===== src/rtl/conv_dnn_pkg.sv =====
// Shared types and helpers for the conv-to-dense bridge: entry layout,
// occupancy counter width and the lane narrowing function.
package conv_dnn_pkg;

    localparam int DEF_BIT_SIZE     = 32;
    localparam int DEF_OUT_BIT_SIZE = 16;
    localparam int DEF_NUM_LANES    = 2;
    localparam int DEF_NUM_CHANNELS = 4;
    localparam int DEF_DEPTH        = 8;
    localparam int DEF_CNT_W        = $clog2(DEF_DEPTH) + 1;

    typedef struct packed {
        logic [DEF_NUM_CHANNELS-1:0]               tag;
        logic [DEF_NUM_LANES*DEF_OUT_BIT_SIZE-1:0] lanes;
        logic                                      set_done;
    } dnn_entry_t;

    function automatic int cnt_width(input int depth);
        return $clog2(depth) + 1;
    endfunction

    // Value arrives sign-extended to 64 bits; caller keeps the low out_bits.
    function automatic logic signed [63:0] sat_narrow(
        input logic signed [63:0] value,
        input int                 shift,
        input int                 out_bits,
        input logic               saturate
    );
        logic signed [63:0] shifted;
        logic signed [63:0] max_v;
        logic signed [63:0] min_v;
        logic signed [63:0] result;
        shifted = value >>> shift;
        max_v   = (64'sd1 <<< (out_bits - 1)) - 64'sd1;
        min_v   = -(64'sd1 <<< (out_bits - 1));
        if (saturate && (shifted > max_v)) begin
            result = max_v;
        end else if (saturate && (shifted < min_v)) begin
            result = min_v;
        end else begin
            result = shifted;
        end
        return result;
    endfunction

endpackage


===== src/rtl/conv_dnn_bridge_fifo.sv =====
// Generic synchronous first-word-fall-through FIFO with a registered head
// entry and occupancy count; accept/drop decisions are made by the caller.
module bridge_fifo #(
    parameter type entry_t = logic [7:0],
    parameter int  Depth   = 8,
    parameter int  CntW    = $clog2(Depth) + 1
) (
    input  logic            clk,
    input  logic            res,
    input  logic            push_i,
    input  logic            pop_i,
    input  entry_t          wdata_i,
    output entry_t          rdata_o,
    output logic [CntW-1:0] count_o,
    output logic [CntW-1:0] count_next_o
);

    localparam int PtrW = $clog2(Depth);

    entry_t            mem_q [Depth];
    entry_t            head_q;
    entry_t            head_d;
    logic [PtrW-1:0]   wr_ptr_q;
    logic [PtrW-1:0]   rd_ptr_q;
    logic [PtrW-1:0]   rd_next_s;
    logic [CntW-1:0]   cnt_q;
    logic [CntW-1:0]   cnt_d;

    // Next count and next head entry after this edge's push/pop.
    always_comb begin
        cnt_d     = cnt_q;
        head_d    = head_q;
        rd_next_s = rd_ptr_q + 1'b1;
        if (push_i && !pop_i) begin
            cnt_d = cnt_q + CntW'(1);
        end else if (!push_i && pop_i) begin
            cnt_d = cnt_q - CntW'(1);
        end else begin
            cnt_d = cnt_q;
        end
        // A push lands on the head slot when the FIFO is, or becomes, empty.
        if (cnt_d == CntW'(0)) begin
            head_d = '0;
        end else if (push_i && ((cnt_q == CntW'(0)) || (pop_i && (cnt_q == CntW'(1))))) begin
            head_d = wdata_i;
        end else if (pop_i) begin
            head_d = mem_q[rd_next_s];
        end else begin
            head_d = head_q;
        end
    end

    // Pointers, count and registered head.
    always_ff @(posedge clk) begin
        if (res) begin
            wr_ptr_q <= '0;
            rd_ptr_q <= '0;
            cnt_q    <= '0;
            head_q   <= '0;
        end else begin
            if (push_i) begin
                wr_ptr_q <= wr_ptr_q + 1'b1;
            end
            if (pop_i) begin
                rd_ptr_q <= rd_next_s;
            end
            cnt_q  <= cnt_d;
            head_q <= head_d;
        end
    end

    // Storage array; contents are don't-care after reset.
    always_ff @(posedge clk) begin
        if (push_i) begin
            mem_q[wr_ptr_q] <= wdata_i;
        end
    end

    assign rdata_o      = head_q;
    assign count_o      = cnt_q;
    assign count_next_o = cnt_d;

endmodule


===== src/rtl/conv_dnn_bridge.sv =====
// Elastic buffer between the conv/pool pipeline and the dense network:
// narrows each lane, queues tagged words and set-done markers with backpressure.
module conv_dnn_bridge
    import conv_dnn_pkg::*;
#(
    parameter int BitSize     = 32,
    parameter int OutBitSize  = 16,
    parameter int NumLanes    = 2,
    parameter int NumChannels = 4,
    parameter int Depth       = 8,
    parameter int Skid        = 2,
    parameter int FracShift   = 0,
    parameter int Saturate    = 1
) (
    input  logic                           clk,
    input  logic                           res,
    input  logic [NumChannels-1:0]         in_valid,
    input  logic [NumLanes*BitSize-1:0]    in_data,
    input  logic                           in_set_done,
    output logic                           out_ready,
    input  logic                           dn_ready,
    output logic [NumChannels-1:0]         out_valid,
    output logic [NumLanes*OutBitSize-1:0] out_data,
    output logic                           out_set_done,
    output logic [cnt_width(Depth)-1:0]    out_count,
    output logic                           out_overflow
);

    localparam int CntW = cnt_width(Depth);

    typedef struct packed {
        logic [NumChannels-1:0]         tag;
        logic [NumLanes*OutBitSize-1:0] lanes;
        logic                           set_done;
    } bridge_entry_t;

    bridge_entry_t             wr_entry_s;
    bridge_entry_t             head_s;
    logic [NumLanes*OutBitSize-1:0] conv_lanes_s;
    logic [CntW-1:0]           count_s;
    logic [CntW-1:0]           count_next_s;
    logic                      push_req_s;
    logic                      pop_s;
    logic                      full_s;
    logic                      push_en_s;
    logic                      out_ready_q;
    logic                      overflow_q;

    // Per-lane shift and narrow ahead of storage.
    always_comb begin
        logic [BitSize-1:0]  lane_v;
        logic signed [63:0]  ext_v;
        logic signed [63:0]  narrow_v;
        conv_lanes_s = '0;
        lane_v       = '0;
        ext_v        = '0;
        narrow_v     = '0;
        for (int l = 0; l < NumLanes; l++) begin
            lane_v   = in_data[l*BitSize +: BitSize];
            ext_v    = {{(64-BitSize){lane_v[BitSize-1]}}, lane_v};
            narrow_v = sat_narrow(ext_v, FracShift, OutBitSize, Saturate != 0);
            conv_lanes_s[l*OutBitSize +: OutBitSize] = narrow_v[OutBitSize-1:0];
        end
    end

    assign push_req_s = (|in_valid) | in_set_done;
    assign pop_s      = (count_s != CntW'(0)) & dn_ready;
    assign full_s     = (count_s == CntW'(Depth));
    // A push into a full FIFO still fits when the head leaves on the same edge.
    assign push_en_s  = push_req_s & (~full_s | pop_s);

    assign wr_entry_s.tag      = in_valid;
    assign wr_entry_s.lanes    = conv_lanes_s;
    assign wr_entry_s.set_done = in_set_done;

    bridge_fifo #(
        .entry_t (bridge_entry_t),
        .Depth   (Depth),
        .CntW    (CntW)
    ) u_fifo (
        .clk          (clk),
        .res          (res),
        .push_i       (push_en_s),
        .pop_i        (pop_s),
        .wdata_i      (wr_entry_s),
        .rdata_o      (head_s),
        .count_o      (count_s),
        .count_next_o (count_next_s)
    );

    // Upstream ready from post-edge occupancy, sticky overflow on dropped push.
    always_ff @(posedge clk) begin
        if (res) begin
            out_ready_q <= 1'b1;
            overflow_q  <= 1'b0;
        end else begin
            out_ready_q <= (count_next_s < CntW'(Depth - Skid));
            overflow_q  <= overflow_q | (push_req_s & full_s & ~pop_s);
        end
    end

    assign out_ready    = out_ready_q;
    assign out_overflow = overflow_q;
    assign out_valid    = head_s.tag;
    assign out_data     = head_s.lanes;
    assign out_set_done = head_s.set_done;
    assign out_count    = count_s;

endmodule


===== config.mk =====
export PLATFORM = sky130hd
export DESIGN_NAME = conv_dnn_bridge
export DESIGN_NICKNAME = d
export VERILOG_FILES = /design/src/rtl/conv_dnn_pkg.sv /design/src/rtl/conv_dnn_bridge_fifo.sv /design/src/rtl/conv_dnn_bridge.sv
export SDC_FILE = /design/constraint.sdc
export NUM_CORES = 1
export LEC_CHECK = 0
export CAP_MARGIN = 10
export CORE_UTILIZATION = 58
export DETAILED_ROUTE_END_ITERATION = 12
export PLACE_DENSITY_LB_ADDON = 0.3
export SLEW_MARGIN = 10
export SYNTH_ARGS = -nofsm -noshare
export SYNTH_HDL_FRONTEND = slang
export SYNTH_HIERARCHICAL = 1
export SYNTH_SLANG_ARGS = --single-unit

===== constraint.sdc =====
create_clock -name clk -period 4.73 [get_ports clk]
set_input_delay 0.7095 -clock clk [delete_from_list [all_inputs] [get_ports clk]]
set_output_delay 0.7095 -clock clk [all_outputs]
set_load 0.01 [all_outputs]

==> impl_metrics.yaml, run 1 <==
run:
  max-cap-violations: 0
route:
  drt_iter0_markers: 754
  ant_nets: 0
  drc: 0
  via_per_inst: 6.61
  drt-pass1-iter-count: 5
  num_vias: 8391
  wl_um: 33900
  wl_per_cell_um: 26.7
finish:
  most-common-layout-cells: "edfxtp_1 (296), clkdlybuf4s50_1 (114), mux4_2 (74)"
  multi_input_area_um2: 4100
  num_antenna_cells: 0
  syn2layout_area_growth_pct: 19.0
  drive_above_1_share_pct: 23.0
  nNetsFinal: 996
  fillers: 1540
  final_common_cell: "edfxtp_1"
  postLayoutCellArea_um2: 17000
  seqCellArea_um2: 9870
yosys:
  synth_edf_count: 296
  yosys_warnings: 6
  netlist.area_leader.share_pct: 62.3
  synth_top_cells_by_area: "edfxtp_1 (62%), mux4_2 (12%), dfxtp_1 (6.9%)"
  syn-cell-area_um2: 14300
  yosysTopAreaCell: "edfxtp_1"
  syn_inst: 798
  seq_area_frac_synth_pct: 69.2
  async_flop_share_pct: 0
  ys.flop_type: "edfxtp_1"
  ys_ff_latch: 345
  yosys.cell_types.count: 48
  avgSynthCellArea_um2: 17.9
  syn_nets: 876
die:
  die_x_um: 159
  start_util_pct: 58.8
  io_pins: 115
  core_um2: 24200
  rows: 57
  die_area_um2: 25200
  die_h_um: 159
sta:
  max_slew_margin_pct: 25.8
  finalMaxSlewViolations: 0
  worstMarginPinSlew_ps: 1110
  post-route-period-util_pct: 74.7
  fmax_ghz: 0.283
  hold_viol: 0
  fin_setup_tns_ps: 0
  finalSetupViolations: 0
  min_period_ps: 3540
  rsz0062_at_grt: "false"
  skew_ps: 18.6
placement:
  gp_congestion: 0.797
  dpl_cell_area_um2: 15800
  io_buffers: 114
  dp_hpwl_um: 19400
worst_setup_path:
  path_max_fanout: 29
  cp_top_family: "simple AND/OR/NAND/NOR gates"
  cp_num_buf_inv: 3
  cp-start-kind: "primary input"
  arrival_ps: 3900
  reg2reg_setup_slack_ps: 1360
  cp-end-kind: "register"
  crit_type: "primary input to register"
  cp_cell_sequence: "clkdlybuf4s50_1 -> nor3_1 -> a21oi_1 -> buf_4 -> nor3b_4 -> nand2_1 -> buf_12 -> o2bb2ai_1 -> a22oi_2"
  crit_slowest_cell: "nor3b_4"
  cp_slowest_stage_delay_ps: 710
  cp.required_ps: 5090
grt:
  grt_pass1_wl_um: 51500
  grt-ovfl-total: 0
  grt.total_usage_pct: 27.3
  grt_pass1_vias: 8748
  antenna_found_initial: 0
  grt_max_degree: 60
clocking:
  clk_pin_slew_worst_paths_ps: 60
  post_cts_buffers: 0
  cts_buffer_depth: 3
  cts_resized: 0
  numCtsBuffers: 36
  root_buffer: "clkbuf_16"
  htreeDepth: 2
  clock-sinks: 345
  cts_tree: "built"
  clkLatencyLatePin_ps: 520
  ctsHoldBuffers: 0
pwr:
  powerDensity_nw_per_um2: 566
  ir_worst_vdd_uv: 440
  cellLeakagePower_nw: 5.54
outcome:
  outcome: "finished, final reports clean"
min_path:
  hold_path_class: "register to register"
[synthesized netlist by cell type (all sizes together), types with 2 or more instances]
| cell | instances |
|---|---|
| nand4 | 10 |
| edfxtp | 296 |
| nor4 | 8 |
| a21o | 32 |
| nor2b | 2 |
| o2bb2ai | 37 |
| nand2 | 43 |
| mux4 | 74 |
| nand2b | 3 |
| nand3 | 38 |
| nand3b | 3 |
| inv | 4 |
| a41oi | 2 |
| o21ai | 2 |
| a22oi | 74 |
| clkbuf | 17 |
| mux2i | 3 |
| o41ai | 2 |
| nor3b | 4 |
| and3b | 2 |
| nor2 | 15 |
| nor3 | 3 |
| buf | 45 |
| xor2 | 4 |
| ha | 6 |
| dfxtp | 49 |
| a21oi | 4 |
| xnor2 | 5 |
[final timing paths]
path                   endpoint  cells after the start              start
min reg2reg        out_overflow                      2       out_overflow
max          u_fifo/rdata_o[14]                      9        in_valid[3]
max reg2reg  u_fifo/rdata_o[36]                      7  u_fifo/count_o[0]
min                out_overflow                      2       out_overflow
[registers in the layout, indices dropped and copies added, names as in the netlist]
register / cells
u_fifo/mem_q: 296
u_fifo/rdata_o: 37
u_fifo/count_o: 4
u_fifo/rd_ptr_q: 3
u_fifo/wr_ptr_q: 3
out_overflow: 1
out_ready: 1
[power breakdown]
| group | internal, mW | leakage, nW | switching, mW |
|---|---|---|---|
| logic | 1.42 | 1.88 | 1.63 |
| registers | 3.60 | 3.09 | 0.193 |
| clock network | 1.66 | 0.570 | 1.12 |
[cell type report]
cell class | count | area share, %
multi-input cells | 387 | 24.2
clock buffers | 53 | 5.99
flip-flops and latches | 345 | 58.2
clock inverters | 12 | 0.855
well taps | 324 | 2.39
inverters | 4 | 0.0885
repair buffers | 144 | 8.35
[metrics by stage]
| step | utilization, % | total power [mW] | worst slack, ps | instances | hold WS [ps] |
|---|---|---|---|---|---|
| after floorplan | - | 5.92 | 405 | 798 | 465 |
| after global placement | 65.2 | 6.75 | 944 | 1204 | 453 |
| after detailed placement | 65.2 | 6.86 | 737 | 1204 | 469 |
| after CTS | 70.0 | 9.63 | 1270 | 1269 | 485 |
| after global routing | 70.0 | 9.94 | 1100 | 1269 | 539 |
| final | 70.0 | 9.61 | 1190 | 1269 | 486 |
[metal layers]
metal  wire length (um)  GRT usage [%]
met5                  0              0
met4               1080           10.1
met3               3390           5.15
met2              16600           45.4
met1              12800           36.2
[kinds of logic after synthesis]
| logic type | after synthesis | share of synthesized area [%] |
|---|---|---|
| AND/OR/NAND/NOR | 134 | 4.76 |
| adder cells (fa/ha/maj) | 6 | 0.526 |
| buffers and inverters | 66 | 2.78 |
| AO/OA/AOI/OAI | 160 | 10.2 |
| XOR/XNOR | 9 | 0.552 |
| multiplexers | 78 | 12.0 |
| flip-flops | 345 | 69.2 |
[tightest hold or removal path, delay by kind of cell (launching register included)]
kind	cells	cell delay, ps
DFF	1	340
and+or+nand+nor	1	70
AOI/OAI and AO/OA	1	50
Note: power is estimated with default switching activity, not from simulation.
==> inputs of run 2 (changes only) <==
- clock period: 4.73 -> 3.3 ns (I/O delays scaled with it)
==> run 2 against run 1 <==
Sequential power grew 41%. Routed wire length shrank 0.59%. Clock power grew 31%. Clock skew shrank 0.73 ps. First-iteration DRC count grew 5.3%. Cell area grew 0.88%. Critical path type is now register to register. Largest power group unchanged.
==> impl_metrics.yaml, run 2 (synthesis results as in run 1) <==
sta:
  max_slew_margin_pct: 54.4
  fin_setup_tns_ps: 0
  rsz0062_at_grt: "false"
  worstMarginPinSlew_ps: 684
  min_period_ps: 2650
  finalSetupViolations: 0
  skew_ps: 17.9
  hold_viol: 0
  post-route-period-util_pct: 80.4
  fmax_ghz: 0.377
  finalMaxSlewViolations: 0
worst_setup_path:
  arrival_ps: 3060
  timing.rr.start: "u_fifo/count_o[0]"
  crit_slowest_cell: "a221oi_1"
  cp.required_ps: 3710
  cp_cell_sequence: "buf_4 -> or3_1 -> nor3b_1 -> a21oi_1 -> buf_4 -> and3b_1 -> a221oi_1 -> o21ai_4 -> buf_12 -> a22oi_1"
  crit_type: "register to register"
  cpMostUsedCell: "buf_4"
  cp_slowest_stage_delay_ps: 420
  path_max_fanout: 29
  cp-start-kind: "register"
  cp-end-kind: "register"
  startpoint: "u_fifo/count_o[0]"
placement:
  io_buffers: 114
  dp_hpwl_um: 20000
  gp_congestion: 0.853
die:
  core_um2: 24200
  rows: 57
  die_x_um: 159
  io_pins: 115
  start_util_pct: 58.8
  die_area_um2: 25200
  die_h_um: 159
grt:
  grt_max_degree: 76
  grt_pass1_vias: 8871
  grt.total_usage_pct: 27.5
  grt_pass1_wl_um: 52300
  grt-ovfl-total: 0
  antenna_found_initial: 0
min_path:
  hp-start: "out_overflow"
  hold_path_class: "register to register"
clocking:
  cts_buffer_depth: 3
  cts_tree: "built"
  clk_pin_slew_worst_paths_ps: 60
  clkLatencyLatePin_ps: 510
  htreeDepth: 2
  clock-sinks: 345
  root_buffer: "clkbuf_16"
  ctsHoldBuffers: 0
  numCtsBuffers: 35
  post_cts_buffers: 0
  cts_resized: 0
finish:
  syn2layout_area_growth_pct: 20.0
  nNetsFinal: 1015
  num_antenna_cells: 0
  final_common_cell: "edfxtp_1"
  fillers: 1525
  regMostFlops: "u_fifo/mem_q"
  drive_above_1_share_pct: 24.5
  largest_reg_flops: 296
  most-common-layout-cells: "edfxtp_1 (296), clkdlybuf4s50_1 (114), mux4_2 (74)"
route:
  drt-pass1-iter-count: 5
  wl_um: 33700
  wl_per_cell_um: 26.2
  drt_iter0_markers: 794
  via_per_inst: 6.57
  drc: 0
  num_vias: 8451
  ant_nets: 0
pwr:
  powerDensity_nw_per_um2: 789
  ir_worst_vdd_uv: 553
  power_mw: 13.5
  cellLeakagePower_nw: 5.61
run:
  max-cap-violations: 0
outcome:
  outcome: "finished, final reports clean"
run 2: changes by cell type in the layout (fill, tap and decap cells not counted), sizes merged:
cell | before | now
buf | 30 | 50
clkbuf | 53 | 47
clkinv | 7 | 12
bufinv | 3 | 1
clkinvlp | 0 | 1
inv | 6 | 5
run 2: per-layer routing:
| layer | wire length, um | part of all wire [%] | up-vias | track usage (%) |
|---|---|---|---|---|
| met4 | 994 | 3.0 | 0 | 11.2 |
| li1 | - | - | 3562 | - |
| met3 | 2740 | 8.1 | 83 | 4.02 |
| met1 | 13200 | 39 | 4325 | 37.5 |
| met2 | 16700 | 50 | 481 | 44.9 |
| met5 | 0 | 0 | - | 0 |
run 2: final timing paths:
kind / cells after the start / slack, ps / endpoint
worst min register to register: 2 / 510 / out_overflow
worst max register to register: 10 / 650 / u_fifo/rdata_o[10]
worst max-delay path: 10 / 650 / u_fifo/rdata_o[10]
worst min-delay path: 2 / 510 / out_overflow
run 2: worst max-delay path, delay by kind of cell, from the launching register on:
family	cells	cell delay, ps
compound gates	4	840
buf+inv	3	590
flops	1	290
simple gates	3	820
run 2: through the flow:
step	hold slack, ps	util [%]	instance area, um^2	instances	setup slack [ps]
6_report	510	70.6	17100	1286	647
5_1_grt	544	70.6	17100	1286	462
4_1_cts	509	70.6	17100	1286	681
3_5_place_dp	490	66.3	16100	1224	328
3_3_place_gp	505	66.3	16100	1224	386
2_1_floorplan	465	-	14300	798	38.3
run 2: power by group:
part           total, mW  internal [mW]  switching, mW
Clock               3.64           2.09           1.55
Sequential          5.36           5.15          0.206
Combinational       4.51           2.12           2.39
Total               13.5           9.36           4.15
run 2: area by class of cell:
class                      instances  area [um^2]  area share (%)
clock inverter                    15          105           0.614
timing repair buffer             164         1680            9.81
tap                              324          405            2.37
inverter                           4         15.0          0.0877
sequential                       345         9870            57.7
clock buffer                      47          941            5.50
multi-input combinational        387         4100            24.0
==> inputs of run 3 (changes only) <==
- clock period: 3.3 -> 2.6 ns (I/O delays scaled with it)
==> run 3 against run 2 <==
Cell area rose by 2.4%. Combinational power increased by 32%. Via count increased by 1.7%. Sequential power increased by 27%. Maximum frequency increased by 5.4%. Core utilization increased by 1.7 points. Flip-flop and latch count unchanged. Highest routed layer unchanged.
==> impl_metrics.yaml, run 3 (synthesis results as in run 1) <==
worst_setup_path:
  r2r.worst_path.cells: 10
  cp_slowest_stage_delay_ps: 420
  arrival_ps: 2950
  crit_type: "register to register"
  cpMostUsedCell: "buf_4"
  cp.required_ps: 3030
  r2r-end: "u_fifo/rdata_o[36]"
  path_max_fanout: 18
  cp-end-kind: "register"
  cp_cell_sequence: "or3_1 -> nor3b_4 -> a21oi_1 -> buf_4 -> and3b_1 -> a221oi_2 -> buf_4 -> o21ai_4 -> buf_12 -> a22oi_1"
  timing.rr.start: "u_fifo/count_o[1]"
  crit_slowest_cell: "or3_1"
  reg2reg_setup_slack_ps: 80
  cp-start-kind: "register"
finish:
  nNetsFinal: 1037
  syn2layout_area_growth_pct: 22.9
  regMostFlops: "u_fifo/mem_q"
  most-common-layout-cells: "edfxtp_1 (296), clkdlybuf4s50_1 (114), mux4_2 (74)"
  fin_util_pct: 72.3
  final_common_cell: "edfxtp_1"
  postLayoutCellArea_um2: 17500
  largest_reg_flops: 296
  drive_above_1_share_pct: 26.6
pwr:
  power_mw: 17.5
  powerDensity_nw_per_um2: 999
  cellLeakagePower_nw: 5.79
  ir_worst_vdd_uv: 602
placement:
  dp_slack_ps: -380
  dp_hpwl_um: 20300
  gp_congestion: 0.890
  dpl_cell_area_um2: 16400
  io_buffers: 114
die:
  start_util_pct: 58.8
  core_um2: 24200
  io_pins: 115
  rows: 57
  die_x_um: 159
  die_area_um2: 25200
  die_h_um: 159
clocking:
  post_cts_buffers: 0
  cts_buffer_depth: 3
  root_buffer: "clkbuf_16"
  cts_tree: "built"
  clock-sinks: 345
  clk_pin_slew_worst_paths_ps: 60
  htreeDepth: 2
  clkLatencyLatePin_ps: 520
  numCtsBuffers: 35
outcome:
  outcome: "finished, final reports clean"
grt:
  antenna_found_initial: 1
  grt_pass1_vias: 8840
  grt_max_degree: 76
  grt-ovfl-total: 0
  grt_pass1_wl_um: 52300
  grt.total_usage_pct: 27.8
route:
  via_per_inst: 6.56
  routedLengthMet1_um: 13300
  drt-pass1-iter-count: 5
  num_vias: 8594
  routed.top_layer: "met4"
  route.met2.wl_um: 17000
  ant_nets: 0
  wl_per_cell_um: 26.3
  met3WireLength_um: 3400
  wl_um: 34500
  drt_iter0_markers: 913
  drc: 0
sta:
  fmax_ghz: 0.397
  finalMaxSlewViolations: 0
  skew_ps: 19.3
  max_slew_margin_pct: 53.0
  min_period_ps: 2520
  setup_ws_ps: 82.0
  fin_setup_tns_ps: 0
  rsz0062_at_grt: "true"
  finalSetupViolations: 0
  hold_viol: 0
  post-route-period-util_pct: 96.8
  worstMarginPinSlew_ps: 705
min_path:
  min_path_cells: 2
  hold-path-endpoint: "out_overflow"
  hp-start: "out_overflow"
  hold_path_class: "register to register"
run:
  max-cap-violations: 0
## run 3: changes by cell type in the layout (fill, tap and decap cells not counted), moves of 3 or more
cell	change
buf_12	+13
buf_4	+8
clkinv_1	+3
clkinv_2	-6
## run 3: worst max-delay path, delay by kind of cell (launching register included)
family,cells,cell delay [ps]
DFF,1,320
and+or+nand+nor,3,890
AOI/OAI and AO/OA,4,670
buffers and inverters,3,550
## run 3: how the worst max path moves through the flow
stage,start,endpoint,slack [ps],cells past startpoint
floorplan,u_fifo/count_o[0],u_fifo/mem_q[1][0],-20,7
global placement,in_valid[1],u_fifo/rdata_o[36],-340,10
detailed placement,in_valid[1],u_fifo/rdata_o[29],-380,11
CTS,u_fifo/count_o[1],u_fifo/rdata_o[12],50,10
global route,u_fifo/count_o[1],u_fifo/rdata_o[36],-9,10
finish,u_fifo/count_o[1],u_fifo/rdata_o[36],80,10
## run 3: final cells by class
type	instances	area (um^2)
antenna	1	2.50
clock buffer	48	966
clock inverter	16	128
fill	1437	6720
inverter	4	15.0
multi-input combinational	387	4120
sequential	345	9880
tap	324	405
timing repair buffer	186	2010
## run 3: report_power, final
| group | internal, mW | switching, mW | total [mW] |
|---|---|---|---|
| registers | 6.54 | 0.244 | 6.79 |
| clock network | 2.73 | 2.04 | 4.76 |
| logic | 2.81 | 3.16 | 5.96 |
## run 3: per-stage QoR
stage	hold slack, ps	std cells
6_report	485	1311
5_1_grt	531	1310
4_1_cts	491	1310
3_5_place_dp	475	1246
3_3_place_gp	471	1246
2_1_floorplan	462	798
## run 3: what timing repair did
action / 4_1_cts / 5_1_grt
hold buffers: 0 / 0
resized for setup: 1 / 4
endpoints found under the setup margin: 38 / 38
cloned: 0 / 0
## run 3: layer usage
metal | global-route usage [%] | up-vias
li1 | - | 3601
met1 | 37.8 | 4387
met2 | 45.4 | 534
met3 | 5.36 | 72
met4 | 9.18 | 0
met5 | 0 | -
